### src/rtl/shift_register_tx_sequencer_pkg.sv
// shift_ctrl_pkg: state encoding and width helper shared by the tx sequencer.
// Contents: STATE_W, state_e (IDLE, LOAD, SHIFT_LO, SHIFT_HI, LATCH), clog2().
package shift_ctrl_pkg;

    localparam int STATE_W = 3;

    typedef enum logic [STATE_W-1:0] {
        IDLE     = 3'd0,
        LOAD     = 3'd1,
        SHIFT_LO = 3'd2,
        SHIFT_HI = 3'd3,
        LATCH    = 3'd4
    } state_e;

    // Bits needed to count 0..v-1.
    function automatic int clog2(input int v);
        int r;
        r = 0;
        while ((1 << r) < v) r++;
        return r;
    endfunction

endpackage

### src/rtl/shift_register_tx_sequencer_if.sv
// Host-side word handshake of the tx sequencer.
// Signals: tx_valid/tx_data/tx_ready word transfer, abort, tx_done frame pulse.
interface shift_register_tx_sequencer_if #(
    parameter int WIDTH = 16
);
    logic             tx_valid;
    logic [WIDTH-1:0] tx_data;
    logic             tx_ready;
    logic             abort;
    logic             tx_done;

    modport master (
        output tx_valid, tx_data, abort,
        input  tx_ready, tx_done
    );

    modport slave (
        input  tx_valid, tx_data, abort,
        output tx_ready, tx_done
    );
endinterface

### src/rtl/shift_register_tx_sequencer_div.sv
// sclk_div_counter: counts 0..DIV-1 and flags the terminal count.
// Ports: clk, rst_n (async, active low), clear_i (sync clear), tick_o.
module sclk_div_counter
    import shift_ctrl_pkg::*;
#(
    parameter int DIV = 4
) (
    input  logic clk,
    input  logic rst_n,
    input  logic clear_i,
    output logic tick_o
);
    localparam int CW = (DIV > 1) ? clog2(DIV) : 1;

    logic [CW-1:0] cnt_q, cnt_d;

    assign tick_o = !clear_i && (cnt_q == CW'(DIV - 1));

    always_comb begin
        cnt_d = cnt_q + CW'(1);
        if (clear_i || tick_o) cnt_d = '0;
    end

    always_ff @(posedge clk or negedge rst_n) begin
        if (!rst_n) cnt_q <= '0;
        else        cnt_q <= cnt_d;
    end
endmodule

### src/rtl/shift_register_tx_sequencer.sv
// shift_register_tx_sequencer: parallel-loads a host word into an external shift
// register, clocks it out MSB-first on sclk/sdo, then strobes latch.
// Ports: clk, resetn (async, active low); tx = host handshake (valid/ready/data,
// abort, tx_done); sr_enable/sr_select/sr_d drive the register, sr_q returns
// its outputs; sdo = sr_q MSB; sclk idles low; latch strobes after the last bit.
// Option SHIFT_CTRL_HOLD_EN: one-word holding register for back-to-back frames.
module shift_register_tx_sequencer
    import shift_ctrl_pkg::*;
#(
    parameter int WIDTH        = 16,
    parameter int DIV          = 4,
    parameter int LATCH_CYCLES = 1
) (
    input  logic                         clk,
    input  logic                         resetn,
    shift_register_tx_sequencer_if.slave tx,
    output logic                         sr_enable,
    output logic                         sr_select,
    output logic [WIDTH-1:0]             sr_d,
    input  logic [WIDTH-1:0]             sr_q,
    output logic                         sclk,
    output logic                         sdo,
    output logic                         latch
);
    localparam int BW = clog2(WIDTH);
    localparam int LW = clog2(LATCH_CYCLES + 1);

    state_e           state_q, state_d;
    logic [BW-1:0]    bit_q, bit_d;
    logic [LW-1:0]    lat_q, lat_d;
    logic [WIDTH-1:0] load_w;
    logic             acc, abort_hit, tick, div_clr, last_bit, lat_last;
    logic             tx_ready_q, tx_ready_d;
    logic             tx_done_q, tx_done_d;
    logic             sr_enable_q, sr_enable_d;
    logic             sr_select_q, sr_select_d;
    logic [WIDTH-1:0] sr_d_q, sr_d_d;
    logic             sclk_q, sclk_d;
    logic             latch_q, latch_d;
`ifdef SHIFT_CTRL_HOLD_EN
    logic             hold_v_q, hold_v_d;
    logic [WIDTH-1:0] hold_w_q, hold_w_d;
`endif
    logic             unused_sr_q;

    assign acc       = tx.tx_valid & tx_ready_q;
    assign abort_hit = tx.abort & (state_q != IDLE);
    assign last_bit  = (bit_q == BW'(WIDTH - 1));
    assign lat_last  = (state_q == LATCH) && (lat_q == LW'(LATCH_CYCLES - 1));
    assign div_clr   = (state_q != SHIFT_LO) && (state_q != SHIFT_HI);

    sclk_div_counter #(.DIV(DIV)) u_div (
        .clk    (clk),
        .rst_n  (resetn),
        .clear_i(div_clr),
        .tick_o (tick)
    );

    // Next state, bit/latch counters and the word headed into LOAD.
    always_comb begin
        state_d = state_q;
        load_w  = tx.tx_data;
        bit_d   = bit_q;
        lat_d   = (state_q == LATCH) ? lat_q + LW'(1) : '0;
`ifdef SHIFT_CTRL_HOLD_EN
        hold_v_d = hold_v_q;
        hold_w_d = hold_w_q;
`endif
        unique case (state_q)
            IDLE:     if (acc) state_d = LOAD;
            LOAD:     state_d = SHIFT_LO;
            SHIFT_LO: if (tick) state_d = SHIFT_HI;
            SHIFT_HI: if (tick) state_d = last_bit ? LATCH : SHIFT_LO;
            LATCH:    if (lat_last) state_d = IDLE;
            default:  state_d = IDLE;
        endcase
`ifdef SHIFT_CTRL_HOLD_EN
        // Words arriving mid-frame park in the hold; drain it without an idle gap.
        if (acc && state_q != IDLE) begin
            hold_v_d = 1'b1;
            hold_w_d = tx.tx_data;
        end
        if (lat_last && hold_v_d) begin
            state_d  = LOAD;
            load_w   = hold_w_d;
            hold_v_d = 1'b0;
        end
`endif
        if (abort_hit) begin
            state_d = IDLE;
`ifdef SHIFT_CTRL_HOLD_EN
            hold_v_d = 1'b0;
`endif
        end
        if (state_d == LOAD) bit_d = '0;
        else if (state_q == SHIFT_HI && state_d == SHIFT_LO) bit_d = bit_q + BW'(1);
    end

    // Registered outputs are derived from the state being entered.
    always_comb begin
`ifdef SHIFT_CTRL_HOLD_EN
        tx_ready_d = !hold_v_d;
`else
        tx_ready_d = (state_d == IDLE);
`endif
        // Shift pulse lands with sclk falling, i.e. on re-entry to SHIFT_LO.
        sr_enable_d = (state_d == LOAD) ||
                      (state_q == SHIFT_HI && state_d == SHIFT_LO);
        sr_select_d = (state_d == LOAD);
        sr_d_d      = (state_d == LOAD) ? load_w : '0;
        sclk_d      = (state_d == SHIFT_HI);
        latch_d     = (state_d == LATCH);
        tx_done_d   = (state_d == LATCH) && (lat_d == LW'(LATCH_CYCLES - 1));
    end

    always_ff @(posedge clk or negedge resetn) begin
        if (!resetn) begin
            state_q     <= IDLE;
            bit_q       <= '0;
            lat_q       <= '0;
            tx_ready_q  <= 1'b1;
            tx_done_q   <= 1'b0;
            sr_enable_q <= 1'b0;
            sr_select_q <= 1'b0;
            sr_d_q      <= '0;
            sclk_q      <= 1'b0;
            latch_q     <= 1'b0;
`ifdef SHIFT_CTRL_HOLD_EN
            hold_v_q    <= 1'b0;
            hold_w_q    <= '0;
`endif
        end else begin
            state_q     <= state_d;
            bit_q       <= bit_d;
            lat_q       <= lat_d;
            tx_ready_q  <= tx_ready_d;
            tx_done_q   <= tx_done_d;
            sr_enable_q <= sr_enable_d;
            sr_select_q <= sr_select_d;
            sr_d_q      <= sr_d_d;
            sclk_q      <= sclk_d;
            latch_q     <= latch_d;
`ifdef SHIFT_CTRL_HOLD_EN
            hold_v_q    <= hold_v_d;
            hold_w_q    <= hold_w_d;
`endif
        end
    end

    assign tx.tx_ready = tx_ready_q;
    assign tx.tx_done  = tx_done_q;
    assign sr_enable   = sr_enable_q;
    assign sr_select   = sr_select_q;
    assign sr_d        = sr_d_q;
    assign sclk        = sclk_q;
    assign latch       = latch_q;
    assign sdo         = sr_q[WIDTH-1];
    assign unused_sr_q = ^sr_q[WIDTH-2:0];
endmodule
### src/flat_wrapper.sv
// flat-port wrapper written by rule: the top's interface ports become plain ports
module shift_register_tx_sequencer_flat import shift_ctrl_pkg::*;
#(
    parameter int WIDTH        = 16,
    parameter int DIV          = 4,
    parameter int LATCH_CYCLES = 1
)
  (clk, resetn, sr_enable, sr_select, sr_d, sr_q, sclk, sdo, latch, tx_tx_valid, tx_tx_data, tx_abort, tx_tx_ready, tx_tx_done);
  shift_register_tx_sequencer_if #(.WIDTH(WIDTH)) tx_i ();
  input  logic clk;
  input  logic resetn;
  output logic sr_enable;
  output logic sr_select;
  output logic [WIDTH-1:0] sr_d;
  input  logic [WIDTH-1:0] sr_q;
  output logic sclk;
  output logic sdo;
  output logic latch;
  input wire logic [$bits(tx_i.tx_valid)-1:0] tx_tx_valid;
  input wire logic [$bits(tx_i.tx_data)-1:0] tx_tx_data;
  input wire logic [$bits(tx_i.abort)-1:0] tx_abort;
  output wire logic [$bits(tx_i.tx_ready)-1:0] tx_tx_ready;
  output wire logic [$bits(tx_i.tx_done)-1:0] tx_tx_done;
  assign tx_i.tx_valid = tx_tx_valid;
  assign tx_i.tx_data = tx_tx_data;
  assign tx_i.abort = tx_abort;
  assign tx_tx_ready = tx_i.tx_ready;
  assign tx_tx_done = tx_i.tx_done;
  shift_register_tx_sequencer #(.WIDTH(WIDTH), .DIV(DIV), .LATCH_CYCLES(LATCH_CYCLES)) u_core (.clk(clk), .resetn(resetn), .tx(tx_i), .sr_enable(sr_enable), .sr_select(sr_select), .sr_d(sr_d), .sr_q(sr_q), .sclk(sclk), .sdo(sdo), .latch(latch));
endmodule
### config.mk
export PLATFORM = sky130hd
export DESIGN_NAME = shift_register_tx_sequencer_flat
export DESIGN_NICKNAME = d
export VERILOG_FILES = /design/src/rtl/shift_register_tx_sequencer_pkg.sv /design/src/rtl/shift_register_tx_sequencer_if.sv /design/src/rtl/shift_register_tx_sequencer_div.sv /design/src/rtl/shift_register_tx_sequencer.sv /design/src/flat_wrapper.sv
export SDC_FILE = /design/constraint.sdc
export NUM_CORES = 1
export LEC_CHECK = 0
export CORE_MARGIN = 5
export CORE_UTILIZATION = 40
export CTS_CLUSTER_DIAMETER = 100
export DETAILED_ROUTE_END_ITERATION = 8
export PLACE_DENSITY = 0.76
export SETUP_SLACK_MARGIN = 0.5
export SLEW_MARGIN = 20
export SYNTH_ARGS = -nofsm -noshare
export SYNTH_HDL_FRONTEND = slang
export SYNTH_SLANG_ARGS = --single-unit
### constraint.sdc
create_clock -name clk -period 1.97 [get_ports clk]
set_clock_uncertainty 0.1 [all_clocks]
set_input_delay 0.197 -clock clk [delete_from_list [all_inputs] [get_ports clk]]
set_output_delay 0.197 -clock clk [all_outputs]
set_load 0.1 [all_outputs]
==> run_results.csv <==
group,metric,value,unit
die,fp.dieW,66.2,µm
setup_path,cp-start-kind,"register",
clock_network,ctsHoldBuffers,0,
routing,drc,0,
power,ir_worst_vdd,0.646,mV
global_routing,grt_pass1_vias,926,
routing,via_per_inst,4.68,
yosys,synth_nets,138,
yosys,syn_avg_cell_area,12.6,µm²
setup_path,path_buf_inv,0,
hold_path,min_path_type,"input port to asynchronous set/reset pin",
die,core,3050,µm²
setup_path,cp.depth,4,
global_routing,grt_max_degree,33,
cells_and_area,diodes,0,
sta,final_hold_viol_count,0,
setup_path,reg2regPathDepth,4,
die,num_io_pins,59,
die,rows,20,
sta,slew_headroom,74.5,%
clock_network,tritoncts,"built",
die,start_util,41.4,%
yosys,synth_seq_cells,32,
global_routing,grt_pass1_wl,4040,µm
cells_and_area,fin_util,60.8,%
setup_path,cp_slowest_stage_delay,460,ps
yosys,ys_seq_area_share,63.5,%
yosys,netlist_area,1260,µm²
global_routing,antenna_found_initial,0,
power,power.density,1320,nW/µm²
setup_path,end_kind,"register",
yosys,synth.distinct_cells,30,
clock_network,cts_made_buffers,5,
cells_and_area,final_cell_mix,"29 x buf_4, 29 x dfrtp_1, 19 x clkdlybuf4s50_1",
yosys,yosys_most_used_dff,"dfrtp_1",
sta,post-route-period-util,80.0,%
die,dieArea,4380,µm²
setup_path,crit_path_cell_trace,"ha_2, nand4_1, or3_4, a21oi_2",
sta,setup_slack,393,ps
yosys,synth_edf_count,0,
clock_network,root_buffer,"clkbuf_4",
sta,grt_setup_unrepaired,"yes",
setup_path,r2r-start,"u_core.bit_q[1]$_DFFE_PN0P_",
yosys,syn_inst,100,
setup_path,worstReg2RegEnd,"u_core.tx.tx_done$_DFF_PN0_",
setup_path,criticalPathCategory,"register to register",
clock_network,clockBufferDepth,2,
place,place_congestion,0.756,
routing,drt_pre_antenna_iters,4,
cells_and_area,finalInstanceArea,1860,µm²
routing,vias,931,
global_routing,grt.overflow.total,0,
place,post-dp-hpwl,1750,µm
place,place_area,1670,µm²
flow_run,max_cap_violations,0,
routing,drt-total-wl,2610,µm
sta,fmax,634,MHz
setup_path,critPathRequiredTime,2140,ps
die,fp.dieH,66.2,µm
setup_path,reg2reg_setup_slack,390,ps
global_routing,track_usage,12.5,%
clock_network,path_clk_slew,90,ps
yosys,synthArstFlopShare,100,%
clock_network,clk_latency,330,ps
setup_path,cp_slowest_cell,"or3_4",
routing,drt_iter0_markers,14,
setup_path,cp.arrival,1740,ps
sta,slew_viol_final,0,
clock_network,numClockSinks,32,
routing,wl_per_cell,13.1,µm
cells_and_area,area_growth,47.0,%
routing,ant_nets,0,
yosys,yosysWarnings,0,
setup_path,path_max_fanout,5,
sta,min_period,1580,ps
sta,worstMarginPinSlew,383,ps
power,leakage,0.893,nW
clock_network,h-tree-depth,2,
sta,final-setup-viol-count,0,
cells_and_area,drive_gt1_share,36.1,%
setup_path,critPathTopFamily,"simple AND/OR/NAND/NOR gates",
setup_path,worstSetupEndpoint,"u_core.tx.tx_done$_DFF_PN0_",
cells_and_area,nets,192,
place,port_buffers,41,
setup_path,crit_start,"u_core.bit_q[1]$_DFFE_PN0P_",
run_status,status,"finished, final reports clean",
sta,fin_setup_tns,0,ps
place,dp_worst_setup_slack,406,ps
==> stage by stage <==
step	cells	hold WS, ps	power, mW
2_1_floorplan	100	-199	1.73
3_3_place_gp	182	297	1.95
3_5_place_dp	182	297	1.97
4_1_cts	192	159	2.38
5_1_grt	199	187	2.57
6_report	199	151	2.45
==> routing by layer <==
layer	track usage (%)	part of all wire (%)
met1	14.0	41
met2	19.2	48
met3	8.33	9.8
met4	3.81	1.2
met5	0	0
==> how the worst min path moves through the flow <==
stage,start,endpoint,slack (ps)
after floorplan,resetn,u_core.bit_q[0]$_DFFE_PN0P_,-200
after detailed placement,sr_q[15],sdo,300
final,resetn,u_core.sr_d[10]$_DFF_PN0_,150
after global placement,sr_q[15],sdo,300
after CTS,resetn,u_core.sr_d[10]$_DFF_PN0_,160
after global routing,resetn,u_core.bit_q[0]$_DFFE_PN0P_,190
==> logic make-up (layout without fill, tap and decap cells) <==
logic type	Yosys count	count (layout)	share of synthesized area, %
AO/OA/AOI/OAI	12	12	5.45
buffers and inverters	7	59	4.26
adder cells (fa/ha/maj)	2	2	1.98
multiplexers	4	4	3.17
XOR/XNOR	1	1	0.694
AND/OR/NAND/NOR	42	45	20.9
flip-flops	32	32	63.5
==> flip-flops by register name (all words and copies together), names as in the netlist <==
| signal | cells |
|---|---|
| u_core.sclk | 1 |
| u_core.sr_enable | 1 |
| u_core.lat_q | 1 |
| u_core.latch | 1 |
| u_core.sr_select | 1 |
| u_core.tx.tx_ready | 1 |
| u_core.tx.tx_done | 1 |
| u_core.bit_q | 4 |
| u_core.sr_d | 16 |
| u_core.state_q | 3 |
| u_core.u_div.cnt_q | 2 |
==> Yosys cell counts (2+ instances only) <==
cell       n  share of area (%)
buf_6      3                2.7
nand3_1    2               0.79
nor2_1     3               0.89
ha_1       2                2.0
nor3_1     2               0.79
dfrtp_1   31                 61
nand4_1    3                1.5
nand2_1    4                1.2
or3_1      3                1.5
a21oi_1    4                1.6
o21ai_0    5                2.0
nand3b_1   2                1.2
and2_1    16                7.9
mux2i_1    4                3.2
==> where the power goes <==
group	internal [mW]	leakage, nW	switching (mW)
combinational	0.330	0.431	0.896
sequential	0.781	0.430	0.0625
clock	0.174	0.0315	0.207
==> what timing repair did <==
item	in CTS	in global routing
gates cloned	0	3
pin swaps	1	7
endpoints found under the setup margin	25	25
resized for setup	2	13
buffers inserted	2	4
==> layout make-up <==
cell class | instances | area [µm²]
clock buffer | 7 | 55.1
clock inverter | 1 | 7.51
fill | 266 | 1200
inverter | 1 | 3.75
multi-input combinational | 64 | 487
sequential | 32 | 808
tap | 44 | 55.1
timing repair buffer | 50 | 439
Note: power is estimated with default switching activity, not from simulation.
